===== src/rtl/dup_range_pkg.sv =====
// Shared types for the repeating range generator and its range sub-generator.
package dup_range_pkg;

    // Top-level sequencing states
    typedef enum logic [1:0] {
        StIdle,
        StCall,
        StEmit,
        StDrain
    } state_e;

    // Generator-style handshake bundle between caller and callee
    typedef struct packed {
        logic valid;
        logic ready;
        logic done;
    } hs_t;

endpackage


===== src/rtl/hrange_gen.sv =====
// Range generator: yields base, base+step, ... while value < limit.
// Empty ranges (step <= 0 or base >= limit) raise done without yielding.
module hrange_gen #(
    parameter int WIDTH = 32
) (
    input  logic                    _clock,
    input  logic                    _reset_n,
    input  logic                    _start,
    input  logic signed [WIDTH-1:0] base,
    input  logic signed [WIDTH-1:0] limit,
    input  logic signed [WIDTH-1:0] step,
    input  logic                    _ready,
    output logic                    _valid,
    output logic                    _done,
    output logic signed [WIDTH-1:0] value
);

    logic signed [WIDTH-1:0] cur_q;
    logic signed [WIDTH-1:0] lim_q;
    logic signed [WIDTH-1:0] stp_q;
    logic                    active_q;
    logic                    done_q;
    logic signed [WIDTH:0]   next_val;
    logic signed [WIDTH:0]   lim_ext;
    logic                    start_empty;

    // One extra bit so stepping past the signed maximum ends the range instead of wrapping
    assign next_val    = $signed({cur_q[WIDTH-1], cur_q}) + $signed({stp_q[WIDTH-1], stp_q});
    assign lim_ext     = $signed({lim_q[WIDTH-1], lim_q});
    assign start_empty = step[WIDTH-1] || (step == '0) || (base >= limit);

    // Capture the range on start, advance on each accepted value
    always_ff @(posedge _clock or negedge _reset_n) begin
        if (!_reset_n) begin
            cur_q    <= '0;
            lim_q    <= '0;
            stp_q    <= '0;
            active_q <= 1'b0;
            done_q   <= 1'b0;
        end else if (_start) begin
            cur_q    <= base;
            lim_q    <= limit;
            stp_q    <= step;
            active_q <= !start_empty;
            done_q   <= start_empty;
        end else if (active_q && _ready) begin
            if (next_val < lim_ext) begin
                cur_q <= next_val[WIDTH-1:0];
            end else begin
                active_q <= 1'b0;
                done_q   <= 1'b1;
            end
        end
    end

    assign _valid = active_q;
    assign _done  = done_q;
    assign value  = cur_q;

endmodule


===== src/rtl/dup_range_repeat.sv =====
// Repeating range generator: every value from the range sub-generator is
// presented REPEAT times, tagged with its repetition index.
module dup_range_repeat
    import dup_range_pkg::*;
#(
    parameter int WIDTH  = 32,
    parameter int REPEAT = 2,
    parameter int IDX_W  = $clog2(REPEAT + 1)
) (
    input  logic                    _clock,
    input  logic                    _reset_n,
    input  logic                    _start,
    input  logic signed [WIDTH-1:0] base,
    input  logic signed [WIDTH-1:0] limit,
    input  logic signed [WIDTH-1:0] step,
    input  logic                    _ready,
    output logic                    _valid,
    output logic                    _done,
    output logic signed [WIDTH-1:0] _0,
    output logic [IDX_W-1:0]        _1
);

    if (REPEAT < 1) begin : g_bad_repeat
        $error("dup_range_repeat: REPEAT must be at least 1");
    end

    localparam logic [IDX_W-1:0] PENULT_IDX = IDX_W'(REPEAT - 2);

    state_e                  state_q;
    logic signed [WIDTH-1:0] base_q;
    logic signed [WIDTH-1:0] limit_q;
    logic signed [WIDTH-1:0] step_q;
    logic                    child_start_q;
    logic signed [WIDTH-1:0] value_q;
    logic [IDX_W-1:0]        cnt_q;
    logic                    valid_q;
    logic                    done_q;

    logic                    child_valid;
    logic                    child_done;
    logic                    child_ready;
    logic signed [WIDTH-1:0] child_value;
    hs_t                     child_hs;
    logic                    range_empty;

    // Child outputs are stale while its start pulse is in flight, so hold off the handshake
    assign child_ready = (state_q == StCall) && !child_start_q;
    assign child_hs    = '{valid: child_valid, ready: child_ready, done: child_done};

    // Decided from the latched range so an empty call finishes one cycle early
    assign range_empty = step_q[WIDTH-1] || (step_q == '0) || (base_q >= limit_q);

    hrange_gen #(
        .WIDTH (WIDTH)
    ) u_hrange (
        ._clock   (_clock),
        ._reset_n (_reset_n),
        ._start   (child_start_q),
        .base     (base_q),
        .limit    (limit_q),
        .step     (step_q),
        ._ready   (child_hs.ready),
        ._valid   (child_valid),
        ._done    (child_done),
        .value    (child_value)
    );

    // Sequencer FSM with registered outputs; _start overrides every state action
    always_ff @(posedge _clock or negedge _reset_n) begin
        if (!_reset_n) begin
            state_q       <= StIdle;
            base_q        <= '0;
            limit_q       <= '0;
            step_q        <= '0;
            child_start_q <= 1'b0;
            value_q       <= '0;
            cnt_q         <= '0;
            valid_q       <= 1'b0;
            done_q        <= 1'b0;
        end else begin
            child_start_q <= 1'b0;
            if (_start) begin
                base_q        <= base;
                limit_q       <= limit;
                step_q        <= step;
                child_start_q <= 1'b1;
                cnt_q         <= '0;
                valid_q       <= 1'b0;
                done_q        <= 1'b0;
                state_q       <= StCall;
            end else begin
                unique case (state_q)
                    StIdle: begin
                        valid_q <= 1'b0;
                        done_q  <= 1'b1;
                    end
                    StCall: begin
                        if (child_start_q) begin
                            if (range_empty) begin
                                done_q  <= 1'b1;
                                state_q <= StIdle;
                            end
                        end else if (child_hs.valid) begin
                            value_q <= child_value;
                            cnt_q   <= '0;
                            valid_q <= 1'b1;
                            state_q <= (REPEAT == 1) ? StDrain : StEmit;
                        end else if (child_hs.done) begin
                            done_q  <= 1'b1;
                            state_q <= StIdle;
                        end
                    end
                    StEmit: begin
                        if (_ready) begin
                            cnt_q <= cnt_q + IDX_W'(1);
                            if (cnt_q == PENULT_IDX) begin
                                state_q <= StDrain;
                            end
                        end
                    end
                    StDrain: begin
                        if (_ready) begin
                            cnt_q   <= '0;
                            valid_q <= 1'b0;
                            state_q <= StCall;
                        end
                    end
                    default: state_q <= StIdle;
                endcase
            end
        end
    end

    assign _valid = valid_q;
    assign _done  = done_q;
    assign _0     = value_q;
    assign _1     = cnt_q;

endmodule


===== config.mk =====
export PLATFORM = sky130hd
export DESIGN_NAME = dup_range_repeat
export DESIGN_NICKNAME = d
export VERILOG_FILES = /design/src/rtl/dup_range_pkg.sv /design/src/rtl/hrange_gen.sv /design/src/rtl/dup_range_repeat.sv
export SDC_FILE = /design/constraint.sdc
export NUM_CORES = 1
export LEC_CHECK = 0
export CORE_MARGIN = 4
export CORE_UTILIZATION = 30
export DETAILED_ROUTE_END_ITERATION = 7
export GPL_TIMING_DRIVEN = 0
export PLACE_DENSITY_LB_ADDON = 0.3
export SLEW_MARGIN = 0
export SYNTH_ARGS = -nofsm -noshare
export SYNTH_HDL_FRONTEND = slang
export SYNTH_HIERARCHICAL = 1
export SYNTH_SLANG_ARGS = --single-unit

===== constraint.sdc =====
create_clock -name _clock -period 4.9 [get_ports _clock]
set_clock_uncertainty 0.05 [all_clocks]
set_input_delay 1.47 -clock _clock [delete_from_list [all_inputs] [get_ports _clock]]
set_output_delay 1.47 -clock _clock [all_outputs]
set_load 0.03 [all_outputs]

## Yosys cells after proc, flatten, opt, wreduce, memory -nomap -nowiden

Index checks and enable logic that the tools add are counted.

| storage, ports and cells | value |
|---|---|
| logic and storage cells | 90 |
| flip-flop bits (word level) | 233 |
| bits of input ports | 100 |

| cells by class | value |
|---|---|
| add/sub/neg operators | 2 |
| muxes and demuxes | 36 |
| reduce and logical (&&, ||, !) cells | 21 |
| magnitude comparators | 2 |
| bitwise gates (word level) | 2 |
| eq/ne operators | 13 |

Operator list:

| cell | count |
|---|---|
| 32-bit 2-to-1 mux | 3 |
| 32-bit by 32-bit adder with 33-bit output | 1 |
| 33-bit by 32-bit less-than comparator with 1-bit output | 1 |
| 32-bit >= comparator | 1 |
| 32-bit logical NOT | 1 |
| 2-bit 2-to-1 mux | 13 |
| 1-bit 2-to-1 mux | 16 |
| 3-bit inequality test, second input constant | 4 |
| 2-bit case mux with 3 select lines | 2 |
| 4-bit AND reduction | 3 |
| 4-bit by 3-bit inequality test with 1-bit output, second input constant | 2 |
| 4-bit nonzero test | 2 |
| 6-bit AND reduction | 1 |
| 5-bit by 3-bit inequality test with 1-bit output, second input constant | 1 |
| 5-bit AND reduction | 1 |
| 2-bit equality test, second input constant | 2 |
| 2-bit logical NOT | 2 |
| 4-bit inequality test, second input constant | 1 |
| 2-bit AND reduction | 2 |
| 2-bit nonzero test | 2 |
| 3-bit by 2-bit inequality test with 1-bit output, second input constant | 1 |
| 1-bit case mux with 3 select lines | 1 |
| 3-bit nonzero test | 1 |
| 2-bit by 1-bit adder with 2-bit output, second input constant | 1 |
| 7 further kinds | 11 |

## Logic depth before layout (Yosys ltp)

| depth | value |
|---|---|
| depth after elaboration | 7 |
| mapped depth | 20 |

## By module

Netlist, hierarchy kept.

Modules (own cells, without submodules):

| module | sequential area each (µm²) | cells each | area an instance (µm²) | times used |
|---|---|---|---|---|
| hrange_gen | 2452.4 | 816 | 7387.1 | 1 |
| dup_range_repeat | 3378.2 | 490 | 5975.7 | 1 |

## Worst setup path after synthesis

OpenSTA, ideal clock, no wires.

| timing | value |
|---|---|
| kind | flip-flop to flip-flop |
| start point | register u_hrange.cur_q[6], in the netlist u_hrange/value[6] |
| end point | register u_hrange.cur_q[28], in the netlist u_hrange/value[28] |
| stages on the path, launching flop included | 19 |
| slack | 583 ps |
| setup time | 124 ps |
| period minus slack after synthesis | 4317 ps |
| buffers on the path | 2 |
| data arrival time | 4143 ps |
| required time | 4726 ps |
| cell sequence | dfrtp_1 -> ha_1 -> a2111o_1 -> o21ai_0 -> a211oi_2 -> or2_0 -> clkbuf_1 -> a21o_1 -> a21oi_1 -> xnor2_1 -> ha_1 -> and4_1 -> a221oi_1 -> o2111ai_2 -> a211o_1 -> and2_4 -> buf_6 -> and3_1 -> a211o_1 |

| on the way | value |
|---|---|
| longest elaborated chain between the ends | 4 |
| elaborated cells between the ends (all ways) | 7 |
| those cells by class | 1 x add/sub; 1 x order compare; 3 x mux; 2 x reduce/logical |

Ends and longest elaborated chain:

| element | line | source |
|---|---|---|
| from (decl) | hrange_gen.sv:18 | `logic signed [WIDTH-1:0] cur_q;` |
| from (signal assigned) | hrange_gen.sv:41 | `cur_q <= base;` |
| from (signal assigned) | hrange_gen.sv:48 | `cur_q <= next_val[WIDTH-1:0];` |
| 32-bit by 32-bit adder with 33-bit output (*) | hrange_gen.sv:28 | `assign next_val = $signed({cur_q[WIDTH-1], cur_q}) + $signed({stp_q[WIDTH-1], stp_q});` |
| 33-bit by 32-bit less-than comparator with 1-bit output / 32-bit 2-to-1 mux (equally long branches) | hrange_gen.sv:47 | `if (next_val < lim_ext) begin` |
| 2-bit nonzero test (no source line) / 32-bit 2-to-1 mux (equally long branches) | n/a |  |
| 2-bit AND reduction (no source line) / 32-bit 2-to-1 mux (equally long branches) | n/a |  |

Mark *: on every way between the ends. The rest lies on a longest branch, timed or not. The select of a mux whose other input is x is not followed.
A chain may end at the register's enable or synchronous reset.

## Worst setup path after layout

| timing | value |
|---|---|
| start point | register u_hrange.cur_q[1], in the netlist u_hrange/value[1] |
| end point | register u_hrange.cur_q[28], in the netlist u_hrange/value[28] |

Same word-level chain as after synthesis.

==> results.yml <==
status:
  outcome: "complete, no violations"
placed_design:
  dp.final_hpwl_um: 30600
  dpl-instance-area_um2: 15500
  gp_congestion: 0.896
  io_buffers: 135
drt:
  vias: 10194
  drtIter0Drc: 552
  m1WireLength_um: 19000
  avgViaCountPerCell: 4.89
  wl_met2_um: 16900
  drc: 0
  dr_wl_met3_um: 1580
  wl_per_cell_um: 18.5
  first_pass_iters: 5
  ant_nets: 0
  wl_um: 38600
  dr.max_layer_used: "met4"
worst_setup_path:
  worstSetupStartpointType: "flop"
  cp.arrival_ns: 5.17
  worstPathMaxFanout: 10
  critPathMaxStageDelay_ns: 0.43
  cp_common_cell: "a211o_1"
  r2r-start: "u_hrange/value[1]"
  crit_slowest_cell: "dfrtp_1"
  cp_data_required_time_ns: 5.28
  path_cells: "ha_1, a211o_1, a21oi_4, a211oi_2, or2_0, clkbuf_2, a21o_1, a21oi_2, xnor2_2, ha_1, a21oi_2, nand2_1, a221oi_4, o2111ai_2, a211o_1, and2_4, buf_6, and3_1, a211o_1"
  path_class: "reg -> reg"
  worstSetupEndpointType: "flop"
  cp_num_buf_inv: 2
  startpoint: "u_hrange/value[1]"
  critPathTopFamily: "compound AO/OA/AOI/OAI gates"
die:
  die_h_um: 219
  std_cell_rows: 77
  ioPinCount: 136
  coreArea_um2: 44100
  die_width_um: 219
  start_util_pct: 30.3
  dieArea_um2: 48000
synthesis:
  syn_inst: 1306
  yosysTopAreaCell: "dfrtp_1"
  ys_warn_count: 6
  ys_seq_area_share_pct: 43.6
  synthArstFlopShare_pct: 100
  synth_area_leaders: "dfrtp_1 (44%), ha_1 (12%), mux2_2 (11%)"
  synth_top_area_share_pct: 43.6
  yosys-top-cells-count: "dfrtp_1 (233), nand2_1 (138), ha_1 (132), mux2_2 (129), o21ai_0 (126)"
  synthDistinctLibCells: 75
  synthesis.area_um2: 13400
  synth_seq_cells: 233
  yosysMostFrequentCell: "dfrtp_1"
  synth_area_per_cell_um2: 10.2
  syn_nets: 1539
  ys.flop_type: "dfrtp_1"
  synth_edf_count: 0
timing:
  report.final.slew_viol_count: 0
  setup_tns_ns: 0
  final_hold_viol_count: 0
  period_needed_ns: 4.78
  clock.fmax_mhz: 209
  tightest_slew_ns: 0.940
  setup_viol: 0
  max-slew-margin-rel_pct: 37.3
  fin_crit_sh_pct: 97.6
min_path:
  worstHoldStart: "u_hrange/lim_q[0]"
  hp-class: "reg -> reg"
global_routing:
  overflow: 0
  grt_max_degree: 122
  antenna_found_initial: 0
  grt_pass1_vias: 10452
  grt_pass1_wl_um: 59700
  grt_usage_pct: 15.8
cts:
  cts_buffer_depth: 3
  htree_levels: 1
  hold_buffers: 0
  clk_pin_slew_ns: 0.06
  cts.sinks: 233
  numCtsBuffers: 27
  tritoncts: "yes"
  insertion_delay_ns: 0.55
  root_buffer: "clkbuf_16"
final_layout:
  drive_gt1_share_pct: 15.1
  final_cell_area_um2: 16500
  num-nets-final: 1709
  area_growth_pct: 23.7
  fillers: 4484
  fin_util_pct: 37.5
job:
  maxCapViolations: 0
power_and_ir_drop:
  peakVddDrop_v: 0.000236
  power_density_nw_per_um2: 444
  p_leak_nw: 7.24
## cells by family after synthesis
| family | synth area share (%) |
|---|---|
| buffers and inverters | 4.78 |
| adders and majority gates | 12.5 |
| and+or+nand+nor | 10.3 |
| AOI/OAI and AO/OA | 14.4 |
| muxes | 13.0 |
| xor gates and xnor gates | 1.44 |
| DFF | 43.6 |
## final cells by class
class	count	area, µm²	share of cell area (%)
Multi-Input combinational cell	910	7060	42.7
Sequential cell	233	5830	35.3
Timing Repair Buffer	143	1460	8.81
Clock buffer	39	761	4.60
Tap cell	592	741	4.48
Inverter	116	435	2.63
Buffer	45	198	1.20
Clock inverter	7	42.5	0.257
Antenna cell	1	2.50	0.0151
## cell usage in the layout, fill, tap and decap left out, drive strengths merged, types with 4 or more instances in the layout
cell,netlist,layout
nand2b,4,4
nor2b,8,8
o21bai,5,5
mux2,129,129
dfrtp,233,233
nand3,10,10
a21oi,67,67
buf,8,17
ha,132,132
nor3,15,15
clkbuf,39,76
xnor2,15,15
or2,4,4
mux2i,28,28
a31oi,9,9
and3,11,11
clkinv,0,4
and2,6,6
nor2,37,37
clkdlybuf4s50,0,134
o21a,10,10
o211ai,5,5
nand2,139,139
o21ai,129,129
a211o,6,6
inv,116,116
a21o,26,26
a211oi,16,16
nor4,17,17
xor2,7,7
nand4,23,23
## state kept, by name, indices dropped and copies added (netlist names)
register         cells
step_q              32
u_hrange/value      32
u_hrange/_valid      1
u_hrange/_done       1
limit_q             32
_valid               1
u_hrange/lim_q      32
child_start_q        1
_done                1
base_q              32
_0                  32
u_hrange/stp_q      32
_1                   2
state_q              2
## where the power goes
group	switching (mW)	internal, mW	total (mW)
registers	0.289	2.25	2.54
clock network	0.798	1.07	1.87
logic	1.63	1.30	2.93
total	2.72	4.62	7.34
## metrics by stage
step           std cells  power [mW]  setup WS, ns  hold WS, ns
5_1_grt             2085        7.86       -0.0219        0.471
4_1_cts             2080        7.33        0.0198        0.451
2_1_floorplan       1306        4.36         0.583        0.421
6_report            2086        7.34         0.117        0.444
3_5_place_dp        2035        5.37        -0.303        0.439
3_3_place_gp        2033        5.29         -7.73        0.437
## final timing paths
check / endpoint / slack, ns / cells past startpoint
worst max-delay path: u_hrange/value[28] / 0.12 / 19
worst min-delay path: u_hrange/lim_q[0] / 0.44 / 1
min in group asynchronous: base_q[3] / 0.88 / 2
max in group asynchronous: _0[13] / 2.90 / 3
worst max register to register: u_hrange/value[28] / 0.12 / 19
worst min register to register: u_hrange/lim_q[0] / 0.44 / 1
## worst reg2reg max path, delay by kind of cell (launching register included)
family,cells,cell delay (ns)
adders and majority gates,2,0.64
buffers and inverters,2,0.31
and+or+nand+nor,4,0.70
DFF,1,0.43
AOI/OAI and AO/OA,10,2.37
xor gates and xnor gates,1,0.17
## layer usage
| metal | track usage (%) | vias up |
|---|---|---|
| met2 | 24.7 | 223 |
| met4 | 5.06 | 0 |
| met1 | 22.8 | 4900 |
| met3 | 2.20 | 53 |
| li1 | - | 5018 |
| met5 | 0 | - |
## repair_timing
item,CTS,global route
setup endpoints to repair,32,28
pin swaps,1,16
setup buffers,0,6
resized for setup,10,27
Note: power is estimated with default switching activity, not from simulation.
